**config.mk**
```make
export PLATFORM = sky130hd
export DESIGN_NAME = rf_wb_arbiter
export DESIGN_NICKNAME = d
export VERILOG_FILES = /design/src/rtl/rf_pkg.sv /design/src/rtl/wb_fifo.sv /design/src/rtl/rf_wb_arbiter.sv
export SDC_FILE = /design/constraint.sdc
export NUM_CORES = 1
export LEC_CHECK = 0
export CORE_AREA = 3 3 148 150
export CTS_BUF_LIST = sky130_fd_sc_hd__clkbuf_16
export DETAILED_ROUTE_END_ITERATION = 16
export DIE_AREA = 0 0 151 153
export PLACE_DENSITY = 0.73
export SLEW_MARGIN = 10
export SYNTH_ARGS = -nofsm -noshare
export SYNTH_HDL_FRONTEND = slang
export SYNTH_HIERARCHICAL = 1
export SYNTH_SLANG_ARGS = --single-unit
```
**constraint.sdc**
```tcl
create_clock -name clk -period 2.6 [get_ports clk]
set_clock_uncertainty 0.2 [all_clocks]
set_input_delay 0.39 -clock clk [delete_from_list [all_inputs] [get_ports clk]]
set_output_delay 0.39 -clock clk [all_outputs]
set_load 0.02 [all_outputs]
```
**src/rtl/rf_pkg.sv**
```systemverilog
// -----------------------------------------------------------------------------
// rf_pkg
// Shared register-file writeback definitions: default address/data widths and
// the request record carried through the per-requester writeback queues.
// -----------------------------------------------------------------------------
package rf_pkg;

   localparam int unsigned REGISTER_ADDRESS_WIDTH = 5;
   localparam int unsigned DATA_WIDTH             = 32;

   typedef struct packed {
      logic [REGISTER_ADDRESS_WIDTH-1:0] address;
      logic [DATA_WIDTH-1:0]             data;
   } wb_req_t;

endpackage

```
**src/rtl/wb_fifo.sv**
```systemverilog
// -----------------------------------------------------------------------------
// wb_fifo
// Small per-requester writeback queue. Occupancy is tracked with one valid bit
// per slot, so every stored entry is visible to the parent for hazard tracking.
//
// Ports:
//   clk, a_reset_n : clock, asynchronous active-low reset (empties the queue)
//   push_i/wdata_i : enqueue an entry (caller guarantees !full_o or pop_i)
//   full_o         : no free slot
//   pop_i          : drop the head entry (caller guarantees !empty_o)
//   empty_o        : no stored entry
//   rd_ptr_o       : slot index of the head entry
//   entries_o      : raw storage, qualified by valid_o
//   valid_o        : per-slot occupancy
// -----------------------------------------------------------------------------
module wb_fifo #(
   parameter int unsigned FIFO_DEPTH = 2,
   parameter type         wb_req_t   = rf_pkg::wb_req_t,
   localparam int unsigned PtrW      = $clog2(FIFO_DEPTH)
) (
   input  logic                     clk,
   input  logic                     a_reset_n,
   input  logic                     push_i,
   input  wb_req_t                  wdata_i,
   output logic                     full_o,
   input  logic                     pop_i,
   output logic                     empty_o,
   output logic [PtrW-1:0]          rd_ptr_o,
   output wb_req_t [FIFO_DEPTH-1:0] entries_o,
   output logic [FIFO_DEPTH-1:0]    valid_o
);

   wb_req_t [FIFO_DEPTH-1:0] mem_q;
   logic [FIFO_DEPTH-1:0]    valid_q, valid_d;
   logic [PtrW-1:0]          wr_ptr_q, wr_ptr_d;
   logic [PtrW-1:0]          rd_ptr_q, rd_ptr_d;

   // Entries are contiguous from rd to wr, so a single slot bit decides each flag.
   assign full_o    = valid_q[wr_ptr_q];
   assign empty_o   = ~valid_q[rd_ptr_q];
   assign rd_ptr_o  = rd_ptr_q;
   assign entries_o = mem_q;
   assign valid_o   = valid_q;

   always_comb begin
      valid_d  = valid_q;
      wr_ptr_d = wr_ptr_q;
      rd_ptr_d = rd_ptr_q;
      // Pop clears before push sets: on a full queue both hit the same slot.
      if (pop_i) begin
         valid_d[rd_ptr_q] = 1'b0;
         rd_ptr_d          = rd_ptr_q + PtrW'(1);
      end
      if (push_i) begin
         valid_d[wr_ptr_q] = 1'b1;
         wr_ptr_d          = wr_ptr_q + PtrW'(1);
      end
   end

   // Power-of-two depth: pointer overflow is the modulo wrap.
   always_ff @(posedge clk or negedge a_reset_n) begin
      if (!a_reset_n) begin
         valid_q  <= '0;
         wr_ptr_q <= '0;
         rd_ptr_q <= '0;
      end else begin
         valid_q  <= valid_d;
         wr_ptr_q <= wr_ptr_d;
         rd_ptr_q <= rd_ptr_d;
      end
   end

   // Payload storage needs no reset; it is only observed through valid_q.
   always_ff @(posedge clk) begin
      if (push_i) begin
         mem_q[wr_ptr_q] <= wdata_i;
      end
   end

endmodule

```
**src/rtl/rf_wb_arbiter.sv**
```systemverilog
// -----------------------------------------------------------------------------
// rf_wb_arbiter
// Merges two writeback streams (ALU and load unit) onto the single register
// file write port. Each requester feeds its own queue; a round-robin pick of
// the queue heads is registered onto the write port, one write per cycle.
//
// Ports:
//   clk, a_reset_n           : clock, asynchronous active-low reset
//   wb0_valid/ready/address/data : requester 0 (ALU writeback)
//   wb1_valid/ready/address/data : requester 1 (load unit writeback)
//   rf_we, rf_address3, rf_write_data : registered register-file write port
//   pending_mask             : bit i set while a queued or issuing write targets i
// -----------------------------------------------------------------------------
module rf_wb_arbiter #(
   parameter int unsigned REGISTER_ADDRESS_WIDTH = rf_pkg::REGISTER_ADDRESS_WIDTH,
   parameter int unsigned DATA_WIDTH             = rf_pkg::DATA_WIDTH,
   parameter int unsigned FIFO_DEPTH             = 2
) (
   input  logic                                clk,
   input  logic                                a_reset_n,
   input  logic                                wb0_valid,
   output logic                                wb0_ready,
   input  logic [REGISTER_ADDRESS_WIDTH-1:0]   wb0_address,
   input  logic [DATA_WIDTH-1:0]               wb0_data,
   input  logic                                wb1_valid,
   output logic                                wb1_ready,
   input  logic [REGISTER_ADDRESS_WIDTH-1:0]   wb1_address,
   input  logic [DATA_WIDTH-1:0]               wb1_data,
   output logic                                rf_we,
   output logic [REGISTER_ADDRESS_WIDTH-1:0]   rf_address3,
   output logic [DATA_WIDTH-1:0]               rf_write_data,
   output logic [(2**REGISTER_ADDRESS_WIDTH)-1:0] pending_mask
);

   import rf_pkg::*;

   localparam int unsigned PtrW = $clog2(FIFO_DEPTH);

   wb_req_t                  req0, req1, issue;
   wb_req_t [FIFO_DEPTH-1:0] entries0, entries1;
   logic [FIFO_DEPTH-1:0]    valid0, valid1;
   logic [PtrW-1:0]          rd_ptr0, rd_ptr1;
   logic                     full0, full1, empty0, empty1;
   logic                     push0, push1;
   logic                     grant0, grant1;

   logic                              last_grant_q;
   logic                              rf_we_q;
   logic [REGISTER_ADDRESS_WIDTH-1:0] rf_address3_q;
   logic [DATA_WIDTH-1:0]             rf_write_data_q;

   // Ready depends only on queue state, never on valid.
   assign wb0_ready = ~full0;
   assign wb1_ready = ~full1;

   // Writes to register 0 complete the handshake but are dropped here.
   assign push0 = wb0_valid & ~full0 & (wb0_address != '0);
   assign push1 = wb1_valid & ~full1 & (wb1_address != '0);

   assign req0.address = wb0_address;
   assign req0.data    = wb0_data;
   assign req1.address = wb1_address;
   assign req1.data    = wb1_data;

   wb_fifo #(
      .FIFO_DEPTH (FIFO_DEPTH),
      .wb_req_t   (wb_req_t)
   ) u_fifo0 (
      .clk       (clk),
      .a_reset_n (a_reset_n),
      .push_i    (push0),
      .wdata_i   (req0),
      .full_o    (full0),
      .pop_i     (grant0),
      .empty_o   (empty0),
      .rd_ptr_o  (rd_ptr0),
      .entries_o (entries0),
      .valid_o   (valid0)
   );

   wb_fifo #(
      .FIFO_DEPTH (FIFO_DEPTH),
      .wb_req_t   (wb_req_t)
   ) u_fifo1 (
      .clk       (clk),
      .a_reset_n (a_reset_n),
      .push_i    (push1),
      .wdata_i   (req1),
      .full_o    (full1),
      .pop_i     (grant1),
      .empty_o   (empty1),
      .rd_ptr_o  (rd_ptr1),
      .entries_o (entries1),
      .valid_o   (valid1)
   );

   // Round robin: with both heads present, requester 0 wins only if 1 won last.
   always_comb begin
      grant0 = 1'b0;
      grant1 = 1'b0;
      if (!empty0 && (empty1 || last_grant_q)) begin
         grant0 = 1'b1;
      end else if (!empty1) begin
         grant1 = 1'b1;
      end
   end

   assign issue = grant1 ? entries1[rd_ptr1] : entries0[rd_ptr0];

   always_ff @(posedge clk or negedge a_reset_n) begin
      if (!a_reset_n) begin
         last_grant_q    <= 1'b1;
         rf_we_q         <= 1'b0;
         rf_address3_q   <= '0;
         rf_write_data_q <= '0;
      end else begin
         rf_we_q <= grant0 | grant1;
         if (grant0 || grant1) begin
            last_grant_q    <= grant1;
            rf_address3_q   <= issue.address;
            rf_write_data_q <= issue.data;
         end
      end
   end

   assign rf_we         = rf_we_q;
   assign rf_address3   = rf_address3_q;
   assign rf_write_data = rf_write_data_q;

   always_comb begin
      pending_mask = '0;
      for (int i = 0; i < int'(FIFO_DEPTH); i++) begin
         if (valid0[i]) pending_mask[entries0[i].address] = 1'b1;
         if (valid1[i]) pending_mask[entries1[i].address] = 1'b1;
      end
      if (rf_we_q) pending_mask[rf_address3_q] = 1'b1;
   end

endmodule
```
* After elaboration in Yosys (flattened, before gate mapping)
Cells that the tools add are included.
Storage, ports and cells: bits in read-only memories 0, bits in writable memories 0, flip-flop bits (word level) 195, input bits 78, word-level logic and storage cells 121, output and inout bits 72, memories 0, bits in latches 0
Operators by class: equal/unequal tests 0, reductions and logical operators 14, add/subtract/negate cells 4, order comparisons 18, multiply operators 0, bitwise gates (word level) 18, shift-type cells 0, mux-type cells 49, divide/modulo/power cells 0
Operator list (count):
- 37-bit two-way mux | 7
- 32-bit two-way mux | 5
- 74-bit bitwise mux | 2
- 32-bit bitwise OR | 4
- 37-bit demux with 1-bit select | 2
- 5-bit by 6-bit less-than comparator with 1-bit output (second input constant) | 5
- 1-bit demux with 5-bit select | 5
- 5-bit by 1-bit greater-or-equal comparator with 1-bit output (second input constant) | 5
- 1-bit two-way mux | 20
- 1-bit logical AND | 10
- 5-bit nonzero test | 2
- 1-bit by 2-bit less-than comparator with 1-bit output (second input constant) | 4
- 2-bit two-way mux | 4
- 1-bit adder (second input constant) | 4
- 1-bit AND | 4
- 2-bit AND | 2
- 1-bit demux with 1-bit select | 4
- 1-bit greater-or-equal comparator (second input constant) | 4
- 2-bit inverter | 2
- 2-bit bitwise OR | 2
- 1-bit inverter | 3
- 1-bit logical OR | 2
- 1-bit bitwise OR | 1

* Longest topological paths before layout
Gate-level depths: netlist (run 1).
word-level depth 13, mapped depth 7, depth with buffers taken out 5

* Cells and area by module
The synthesis (run 1) kept the hierarchy.
By module, submodules not included:
- wb_fifo | area an instance 2407.3 um^2, cells an instance 88, seq. area each 2322.2 um^2, instances 2
- rf_wb_arbiter | area an instance 4399.2 um^2, cells an instance 490, seq. area each 977.2 um^2, instances 1

* Worst setup path before layout (run 1)
No wires, ideal clock.
path kind register to register, start point register u_fifo0.valid_q[0] (netlist: u_fifo0/valid_o[0]), end point register u_fifo0.mem_q, in the netlist u_fifo0/entries_o[0], enable pin, cell stages (with the launch flop) 5, period minus slack after synthesis 2772 ps, arrival time 2169 ps, setup slack -172 ps, required time 1997 ps, setup time 403 ps, buffers on the path 0, path through dfrtp_1 mux2_4 inv_1 o311a_1 nor2b_2
On the way: cells in the longest elaborated chain, start to end 5
RTL lines:
- start, declared | line wb_fifo.sv:34 | logic [FIFO_DEPTH-1:0] valid_q, valid_d;
- start signal, assigned | line wb_fifo.sv:67 | valid_q <= valid_d;
- 1-bit two-way mux (implied by the code) (2 in series) | line wb_fifo.sv:39 | assign full_o = valid_q[wr_ptr_q];
- net full0 | line rf_wb_arbiter.sv:43 | logic full0, full1, empty0, empty1;
- 1-bit inverter
- net wb0_ready | line rf_wb_arbiter.sv:22 | output logic wb0_ready,
- 1-bit AND (2 in series) | line rf_wb_arbiter.sv:57 | assign push0 = wb0_valid & ~full0 & (wb0_address != '0);
- net push0 | line rf_wb_arbiter.sv:44 | logic push0, push1;
- end signal, assigned by index | line wb_fifo.sv:76 | mem_q[wr_ptr_q] <= wdata_i;
- end, declared | line wb_fifo.sv:33 | wb_req_t [FIFO_DEPTH-1:0] mem_q;
The timed path passes the listed nets, and every way through them passes these cells. The select of a mux whose other input is x is not followed. A chain may end at the register's enable or synchronous reset.

* Worst setup path in the final report (run 1)
start point register u_fifo0.mem_q, in the netlist u_fifo0/entries_o[72], end point output port pending_mask[23]
On the way: cells in the longest elaborated chain, start to end 10, elaborated cells between the ends (all ways) 11, those cells by class 2 x order compare; 5 x mux; 3 x bitwise; 1 x reduce/logical
RTL lines:
- 5-bit by 6-bit less-than comparator with 1-bit output (implied by the code) or 5-bit by 1-bit greater-or-equal comparator with 1-bit output (tied branches) | line rf_wb_arbiter.sv:133 | if (valid0[i]) pending_mask[entries0[i].address] = 1'b1;
- 1-bit logical AND (implied by the code) | line rf_wb_arbiter.sv:133
- 1-bit two-way mux (implied by the code) | line rf_wb_arbiter.sv:133
- 1-bit demux with 5-bit select (*) | line rf_wb_arbiter.sv:133
- 32-bit bitwise OR (no line) (*)
- 32-bit two-way mux (*) | line rf_wb_arbiter.sv:133
- 32-bit bitwise OR (no line)
- 32-bit two-way mux (*) | line rf_wb_arbiter.sv:134 | if (valid1[i]) pending_mask[entries1[i].address] = 1'b1;
- 32-bit bitwise OR (no line)
- 32-bit two-way mux (*) | line rf_wb_arbiter.sv:136 | if (rf_we_q) pending_mask[rf_address3_q] = 1'b1;
- end, declared | line rf_wb_arbiter.sv:32 | output logic [(2**REGISTER_ADDRESS_WIDTH)-1:0] pending_mask
Mark *: on every way between the ends. The rest lies on a longest branch, timed or not.

==> run_results.csv, run 1 <==
group,metric,value,unit
drt,drtPass1Iterations,8,
global_routing,grt_first_pass_wirelength,37.5,mm
timing,holdWs,341,ps
final_layout,final_area,12200,sq um
global_routing,grt_pass1_vias,6852,
synth,syn_area,9210,sq um
drt,wirelength,25.4,mm
timing,worst_pin_slew,736,ps
critical_path,cp_cell_sequence,"nand4b_1, buf_4, nor2_1, or3_1, clkdlybuf4s15_1",
synth,ys_top_cells_by_area,"edfxtp_1 48%, dfrtp_1 12%, mux2i_1 8.3%",
critical_path,crit_arrival,2040,ps
synth,syn_area_per_cell,13.8,sq um
cts,cts_buffers,17,
place,portBuffers,149,
critical_path,end_kind,"output port",
timing,finalWorstSetupSlack,-33.6,ps
synth,synth_cell_types,38,
cts,clock_sinks,195,
worst_hold_path,min_path_type,"in2reg",
synth,ys_ff_latch,195,
global_routing,grt_usage,21.1,%
floorplanning,die_w,151,um
worst_hold_path,worstHoldPathCells,1,
floorplanning,core,20800,sq um
floorplanning,die_h,153,um
drt,remaining_drc_errors,0,
synth,synth_nets,744,
synth,ys_warn_count,6,
critical_path,path_class,"reg2out",
global_routing,gr-total-overflow,0,
timing,finalCritPeriodShare,101,%
final_layout,nFillCells,1696,
critical_path,cp.required,2010,ps
critical_path,cpMaxStageDelayCell,"edfxtp_1",
timing,setup_violations,4,
cts,htreeDepth,4,
cts,cts_max_path_buffers,2,
synth,ys_top_cells_by_count,"148 x edfxtp_1, 76 x mux2i_1, 56 x nor2_1",
critical_path,path_buf_inv,2,
critical_path,worstSetupStartpointType,"flop",
final_layout,drive_above_1_share,28.9,%
global_routing,grt_start_max_net_pins,41,
timing,period_minus_slack,2630,ps
pwr,power_density,1190,nW/um^2
final_layout,syn2layout_area_growth,32.9,%
pwr,vdd.ir_drop.worst,0.934,mV
cts,path_clk_slew,70,ps
drt,drtIter0Drc,740,
cts,cts_tree,"built",
final_layout,fin_util,58.8,%
place,dpl.hpwl,16.7,mm
synth,yosysTopAreaCell,"edfxtp_1",
floorplanning,start_util,44.2,%
synth,synth_most_common_cell,"edfxtp_1",
place,place_ws,-235,ps
status,failed_checks,"setup timing",
synth,yosysSeqAreaShare,61.0,%
timing,slew_headroom,50.8,%
synth,synth-main-ff-cell,"edfxtp_1",
floorplanning,std_cell_rows,53,
synth,async_flop_share,24.1,%
synth,synth_cells,666,
cts,worstSkewPairLatency,420,ps
place,dpl_cell_area,11300,sq um
final_layout,fin_nets,980,
critical_path,crit_family,"simple AND/OR/NAND/NOR gates",
final_layout,antenna_cells,0,
pwr,p_leak,4.65,nW
synth,synth.top_cell.area_share,48.2,%
timing,slew_violations,0,
drt,ant_nets,0,
global_routing,antenna_found_initial,1,
critical_path,path_depth,5,
drt,viasPerCell,5.88,
run,drv_cap,0,
synth,synth-edff-count,148,
floorplanning,die_area,23100,sq um
status,status,"complete, but fails checks",
drt,vias,6990,
critical_path,rrSetupSlack,260,ps
floorplanning,ios,150,
critical_path,cpPeakStageDelay,510,ps
critical_path,reg2regPathDepth,5,
timing,hold_viol_final,0,
critical_path,cp_max_fo,9,
place,place_congestion,0.866,
timing,rsz0062_at_grt,"true",
drt,post_drt_wl_per_cell,21.4,um
timing,fmax,380,MHz
cts,clock-root-buffer,"clkbuf_16",
==> layer usage <==
metal  part of all wire [%]  GRT usage, %
met1                     41          28.0
met2                     51          35.2
met3                    6.6          4.12
met4                    1.9          6.56
met5                  0.051             0
==> layout make-up <==
| class | instances | area [sq um] | share of cell area (%) |
|---|---|---|---|
| clock buffers | 17 | 425 | 3.47 |
| multi-input cells | 424 | 3430 | 28.0 |
| clock inverters | 14 | 116 | 0.950 |
| repair buffers | 261 | 2290 | 18.7 |
| flip-flops and latches | 195 | 5630 | 46.0 |
| well taps | 275 | 344 | 2.81 |
| inverters | 3 | 11.3 | 0.0919 |
==> stage by stage <==
step           power (mW)  instances  TNS [ps]
2_1_floorplan        9.42        666         0
3_3_place_gp         11.8       1107    -12980
3_5_place_dp         11.9       1107    -15820
4_1_cts              14.4       1158      -454
5_1_grt              15.3       1189      -792
6_report             14.6       1189     -97.1
==> final timing paths <==
check,from,endpoint
worst max register to register,u_fifo1/valid_o[1],u_fifo1/entries_o[67]
max in group asynchronous,a_reset_n,rf_write_data[1]
worst max-delay path,u_fifo0/entries_o[72],pending_mask[23]
min in group asynchronous,a_reset_n,rf_write_data[17]
worst min-delay path,wb0_data[10],u_fifo0/entries_o[10]
worst min register to register,u_fifo1/entries_o[6],rf_write_data[6]
==> worst register-to-register path, stage by stage, from the launching register on <==
cell and delay [ps]:
dfrtp_2 450, mux2_4 270, inv_1 80, o311a_1 280
buf_4 160, and2_4 530
==> power by group <==
group	switching, mW	total [mW]	internal (mW)
Sequential	0.608	5.04	4.43
Clock	1.09	2.40	1.31
Combinational	3.93	7.14	3.21
==> logic make-up (layout without fill, tap and decap cells) <==
kind of cell	after synthesis	in the layout	share of synthesized area, %
compound gates	102	102	9.06
xor+xnor	4	4	0.380
buf+inv	49	295	3.61
flops	195	195	61.0
mux	115	115	13.1
simple gates	201	203	12.8
==> what timing repair did <==
item                                   CTS  global route
gates cloned                             1             1
setup buffers                           18            33
hold buffers                             1             0
gates resized for setup                 77            77
pin swaps                                1            12
endpoints found under the hold margin   24             0
setup endpoints to repair               69            69
==> sequential cells by signal, indices dropped and copies added (netlist names) <==
name	cells
rf_we	1
rf_address3	5
rf_write_data	32
u_fifo1/rd_ptr_o	1
u_fifo1/entries_o	74
u_fifo1/wr_ptr_q	1
u_fifo0/valid_o	2
u_fifo1/valid_o	2
last_grant_q	1
u_fifo0/entries_o	74
u_fifo0/wr_ptr_q	1
u_fifo0/rd_ptr_o	1
==> layout by cell type, fill, tap and decap left out, types with 3 or more instances in the layout <==
master             n
nand3_1           24
clkdlybuf4s50_1  116
clkinvlp_4         3
a22oi_1           21
nor2b_4            4
nor4b_1            3
a222oi_1          37
dfrtp_2            9
a21o_1             5
clkbuf_16         17
edfxtp_1         148
nand2_1           20
nor3_1            10
or4_4              3
buf_2              4
clkdlybuf4s15_2    3
xor2_1             4
buf_4            103
nor2b_1            4
inv_1              3
nand4b_1          15
mux2i_1           74
buf_6             11
nor2b_2            6
and4bb_2          15
a32oi_1            4
nand4_1            9
nor2_2             3
clkbuf_2          16
o22ai_1           25
nor2_1            53
a22oi_2            3
mux2_2            37
or3_1             14
nand2b_1          12
clkinv_2           3
dfrtp_1           37
(Power assumes the default switching activity.)
==> inputs of run 2 (changes only) <==
--- a/config.mk
+++ b/config.mk
@@ -7,4 +7,6 @@
 export LEC_CHECK = 0
+export ABC_CLOCK_PERIOD_IN_PS = 2600
 export CORE_AREA = 3 3 148 150
 export CTS_BUF_LIST = sky130_fd_sc_hd__clkbuf_16
+export CTS_CLUSTER_DIAMETER = 60
 export DETAILED_ROUTE_END_ITERATION = 16
--- a/constraint.sdc
+++ b/constraint.sdc
@@ -4,2 +4,2 @@
 set_output_delay 0.39 -clock clk [all_outputs]
-set_load 0.02 [all_outputs]
+set_load 0.01 [all_outputs]
==> run 2 against run 1 <==
Effect of this change:
- the run still ends with setup timing left
- final cell count decreased by 0.84%
- worst setup slack worse by 30 ps
- wire length hardly changed
- sequential share of layout area up 0.16 points
- combinational power down 6.6%
- sequential power is essentially flat
- largest cell class unchanged
- non-clock buffer count down 10
- count of clock-buffer cells in the layout unchanged
- largest power group unchanged
==> run_results.csv, run 2 (same netlist as run 1, synthesis figures left out) <==
group,metric,value,unit
place,dpl.hpwl,16.9,mm
global_routing,antenna_found_initial,0,
pwr,power_frac_comb,46.8,%
floorplanning,ios,150,
pwr,p_sw,5.32,mW
final_layout,antenna_cells,0,
pwr,vdd.ir_drop.worst,0.882,mV
critical_path,crit_start,"u_fifo0/entries_o[73]",
timing,rsz0062_at_grt,"true",
timing,fmax,375,MHz
critical_path,path_class,"reg2out",
critical_path,worstSetupStartpointType,"flop",
critical_path,cpPeakStageDelay,470,ps
critical_path,path_buf_inv,2,
worst_hold_path,min_path_type,"in2async",
final_layout,final_area,12200,sq um
final_layout,fin_nets,969,
drt,dr_wl_met3,1.86,mm
critical_path,crit_arrival,2070,ps
global_routing,grt_first_pass_wirelength,37.4,mm
cts,clock_sinks,195,
critical_path,reg2regPathDepth,5,
pwr,power_frac_seq,35.6,%
cts,worstSkewPairLatency,430,ps
cts,htreeDepth,4,
pwr,netSwitchingFraction,37.4,%
final_layout,drive_above_1_share,28.5,%
pwr,power_frac_clock,17.6,%
global_routing,grt_usage,21.0,%
timing,slew_headroom,53.2,%
final_layout,register_area,5630,sq um
timing,finalCritPeriodShare,102,%
critical_path,crit_family,"simple AND/OR/NAND/NOR gates",
pwr,power_density,1170,nW/um^2
floorplanning,die_area,23100,sq um
critical_path,cp_cell_sequence,"buf_4, nand4_1, nor3_1, or4_1, clkdlybuf4s15_2",
critical_path,cp_max_fo,6,
global_routing,grt_pass1_vias,6791,
floorplanning,start_util,44.2,%
timing,setup_violations,3,
floorplanning,die_w,151,um
critical_path,end_kind,"output port",
critical_path,r2r_start,"u_fifo0/valid_o[0]",
timing,finalWorstSetupSlack,-63.8,ps
timing,slew_violations,0,
critical_path,cp.required,2010,ps
drt,post_drt_wl_per_cell,21.6,um
floorplanning,die_h,153,um
cts,cts_max_path_buffers,2,
drt,remaining_drc_errors,0,
pwr,p_leak,4.64,nW
critical_path,cpMaxStageDelayCell,"edfxtp_1",
final_layout,nFillCells,1666,
drt,wirelength,25.4,mm
place,place_congestion,0.951,
drt,route.met2.wl,12.5,mm
run,drv_cap,0,
final_layout,final_cell_mix,"148 x edfxtp_1, 116 x clkdlybuf4s50_1, 87 x buf_4",
timing,period_minus_slack,2660,ps
drt,drtIter0Drc,696,
cts,clock-root-buffer,"clkbuf_16",
drt,vias,6992,
drt,top_layer_used,"met4",
drt,drtPass1Iterations,8,
final_layout,multi_input_area,3460,sq um
status,status,"complete, but fails checks",
timing,fin_setup_tns,-134,ps
final_layout,final_common_cell,"edfxtp_1",
cts,cts_buffers,17,
cts,cts_tree,"built",
global_routing,gr-total-overflow,0,
timing,hold_viol_final,0,
floorplanning,core,20800,sq um
drt,viasPerCell,5.93,
drt,ant_nets,0,
floorplanning,std_cell_rows,53,
place,portBuffers,149,
timing,worst_pin_slew,702,ps
status,failed_checks,"setup timing",
critical_path,path_depth,5,
place,dpl_cell_area,11200,sq um
final_layout,syn2layout_area_growth,32.4,%
drt,wl_met1,10.3,mm
pwr,power.internal,8.92,mW
global_routing,grt_start_max_net_pins,41,
cts,path_clk_slew,70,ps
## run 2: worst register-to-register path, delay by kind of cell, from the launching register on
kind / cells / cell delay, ps
buffers and inverters: 2 / 330
AO/OA/AOI/OAI: 1 / 220
multiplexers: 1 / 320
flip-flops: 1 / 510
AND/OR/NAND/NOR: 1 / 550
## run 2: stage by stage
step           setup slack [ps]  std cells  utilization, %  hold WS [ps]  power, mW
3_3_place_gp               -142       1096            53.7           230       11.3
3_5_place_dp               -179       1096            53.7           232       11.4
2_1_floorplan               292        666               -          -106       9.07
6_report                  -63.8       1179            58.6           295       14.2
5_1_grt                    -120       1179            58.6           323       14.9
4_1_cts                    -188       1154            57.5           304       14.1
## run 2: path summary, 6_finish.rpt
path | endpoint | slack (ps)
max | pending_mask[28] | -60
min | rf_write_data[30] | 300
max reg2reg | u_fifo0/entries_o[12] | 190
min reg2reg | u_fifo0/wr_ptr_q | 400
max in group asynchronous | rf_write_data[10] | 1280
min in group clk | u_fifo1/entries_o[52] | 340
## run 2: layer usage
layer  vias up  track usage, %
li1       3125               -
met1      3441            27.8
met2       359            34.3
met3        67            3.94
met4         0            7.90
met5         -               0
## run 2: final cells by class
type | count | share of cell area [%]
clock inverter | 15 | 1.22
multi-input combinational | 423 | 28.3
sequential | 195 | 46.1
clock buffer | 17 | 3.49
tap | 275 | 2.82
timing repair buffer | 251 | 17.9
inverter | 3 | 0.0923
## run 2: what timing repair did
item | 4_1_cts | 5_1_grt
hold buffers | 1 | 0
endpoints found under the hold margin | 21 | 0
pin swaps | 10 | 14
endpoints found under the setup margin | 32 | 66
cloned | 0 | 1
setup buffers | 25 | 25
gates resized for setup | 86 | 64
## run 2: power groups by stage
stage / sequential, mW / combinational (mW) / clock [mW]
6_report: 5.07 / 6.67 / 2.50
5_1_grt: 5.16 / 7.09 / 2.67
4_1_cts: 5.07 / 6.44 / 2.55
3_5_place_dp: 5.14 / 6.31 / 0
3_3_place_gp: 5.10 / 6.23 / 0
2_1_floorplan: 5.00 / 4.07 / 0
==> inputs of run 3 (changes only) <==
ABC_CLOCK_PERIOD_IN_PS = 2500   (was 2600)
PLACE_DENSITY = 0.7   (was 0.73)
clock period = 2.5 ns   (was 2.6 ns; I/O delays follow)
==> run 3 against run 2 <==
Effect of this change:
- die area is the same
- the flow still finishes with violations (setup timing)
- first-iteration DRC count increased by 5.5%
- total power rose by 6.0%
==> run_results.csv, run 3 (same netlist as run 1, synthesis figures left out) <==
group,metric,value,unit
drt,post_drt_wl_per_cell,22.0,um
pwr,power.internal,9.43,mW
pwr,power_frac_seq,35.0,%
global_routing,grt_pass1_vias,7324,
drt,vias,7053,
global_routing,grt_util_met2,36.9,%
floorplanning,die_area,23100,sq um
critical_path,cp.required,1920,ps
drt,viasPerCell,5.90,
critical_path,crit_family,"simple AND/OR/NAND/NOR gates",
run,drv_cap,0,
floorplanning,core,20800,sq um
pwr,power_frac_comb,47.6,%
timing,setup_violations,7,
pwr,netSwitchingFraction,37.6,%
drt,drtIter0Drc,734,
final_layout,final_cell_mix,"148 x edfxtp_1, 115 x clkdlybuf4s50_1, 93 x buf_4",
cts,clock-root-buffer,"clkbuf_16",
cts,worstSkewPairLatency,420,ps
drt,drtPass1Iterations,5,
floorplanning,die_h,153,um
status,failed_checks,"setup timing",
critical_path,cpMostUsedCell,"buf_6",
critical_path,path_class,"reg2out",
drt,remaining_drc_errors,0,
timing,period_minus_slack,2550,ps
floorplanning,die_w,151,um
global_routing,grt_usage,22.7,%
drt,wirelength,26.3,mm
global_routing,grt-busiest-layer,"met2",
place,dpl.hpwl,17.7,mm
pwr,finalPower,15.1,mW
cts,cts_max_path_buffers,2,
cts,cts_tree,"built",
pwr,p_leak,4.78,nW
cts,htreeDepth,4,
timing,finalCritPeriodShare,102,%
place,portBuffers,149,
global_routing,gr-total-overflow,0,
global_routing,antenna_found_initial,0,
drt,ant_nets,0,
critical_path,cpPeakStageDelay,490,ps
final_layout,drive_above_1_share,33.8,%
critical_path,cp_cell_sequence,"buf_6, nand4_1, buf_4, o22ai_2, or4_4, buf_6",
final_layout,antenna_cells,0,
pwr,power_frac_clock,17.4,%
global_routing,grt_start_max_net_pins,41,
timing,slew_violations,0,
critical_path,worstSetupStartpointType,"flop",
final_layout,fin_nets,985,
worst_hold_path,min_path_type,"in2async",
pwr,power_density,1210,nW/um^2
timing,rsz0062_at_grt,"true",
final_layout,fin_util,60.2,%
critical_path,end_kind,"output port",
global_routing,grt_first_pass_wirelength,40.7,mm
timing,finalWorstSetupSlack,-48.1,ps
timing,hold_viol_final,0,
timing,slew_headroom,53.0,%
global_routing,gr-usage-met1,29.9,%
timing,worst_pin_slew,705,ps
global_routing,grtUsageMet3,5.48,%
timing,holdWs,148,ps
pwr,p_sw,5.67,mW
critical_path,path_buf_inv,3,
floorplanning,std_cell_rows,53,
final_layout,syn2layout_area_growth,36.0,%
status,status,"complete, but fails checks",
final_layout,final_common_cell,"edfxtp_1",
critical_path,crit_arrival,1970,ps
cts,path_clk_slew,70,ps
pwr,vdd.ir_drop.worst,0.875,mV
cts,clock_sinks,195,
cts,cts_buffers,17,
critical_path,cp_max_fo,3,
floorplanning,ios,150,
floorplanning,start_util,44.2,%
timing,fmax,392,MHz
critical_path,cpMaxStageDelayCell,"or4_4",
place,place_congestion,0.857,
run 3: cell types whose count changed in the layout (fill, tap and decap cells not counted), moves of 3 or more:
cell / delta
buf_6: +19
clkbuf_2: -17
buf_2: +14
a22oi_1: -8
a22oi_2: +8
nand3_1: -7
nand3_2: +7
buf_4: +6
o22ai_1: -5
o22ai_2: +5
nand2_1: -4
dfrtp_1: -3
dfrtp_2: +3
nand2_2: +3
run 3: path summary, 6_finish.rpt:
check	cells after the start	from	end	slack (ps)
setup / recovery	6	u_fifo1/entries_o[71]	pending_mask[28]	-50
hold / removal	2	a_reset_n	rf_write_data[5]	150
setup reg to reg	5	u_fifo0/valid_o[0]	u_fifo0/entries_o[2]	160
hold reg to reg	1	u_fifo0/wr_ptr_q	u_fifo0/wr_ptr_q	360
max in group asynchronous	3	a_reset_n	rf_write_data[18]	1320
min in group clk	1	wb1_data[13]	u_fifo1/entries_o[13]	330
run 3: through the flow:
stage	setup WS [ps]	setup TNS, ps	cell area [sq um]	std cells
after floorplan	192	0	9220	666
after detailed placement	-314	-11640	11200	1096
after global routing	-120	-1450	12500	1195
after global placement	-236	-8700	11200	1096
final	-48.1	-179	12500	1195
after CTS	-96.7	-275	12200	1190
run 3: final cells by class:
cell class / count / area [sq um]
Fill cell: 1635 / 8300
Multi-Input combinational cell: 423 / 3580
Inverter: 3 / 11.3
Timing Repair Buffer: 267 / 2380
Sequential cell: 195 / 5640
Clock buffer: 17 / 425
Tap cell: 275 / 344
Clock inverter: 15 / 149
run 3: power groups by stage:
stage	logic, mW	registers [mW]	clock network, mW
4_1_cts	7.00	5.27	2.68
6_report	7.18	5.29	2.63
3_5_place_dp	6.63	5.39	0
2_1_floorplan	4.23	5.20	0
3_3_place_gp	6.44	5.35	0
5_1_grt	7.70	5.38	2.82
run 3: worst register-to-register path: stages (launching register included):
cell and delay, ps:
dfrtp_2 490, mux2_4 300, inv_1 100, o311a_1 230, nor2b_4 500, buf_12 230
run 3: repair_timing:
item	4_1_cts	5_1_grt
gates resized for setup	158	68
setup buffers	61	5
pin swaps	21	31
endpoints found under the setup margin	69	32
gates cloned	1	0
hold buffers	1	0
endpoints found under the hold margin	46	0
run 3: routing by layer:
layer / vias up / part of all wire (%)
li1: 3165 / -
met2: 337 / 49
met3: 47 / 7.3
met1: 3504 / 41
met4: 0 / 2.2
met5: - / 0
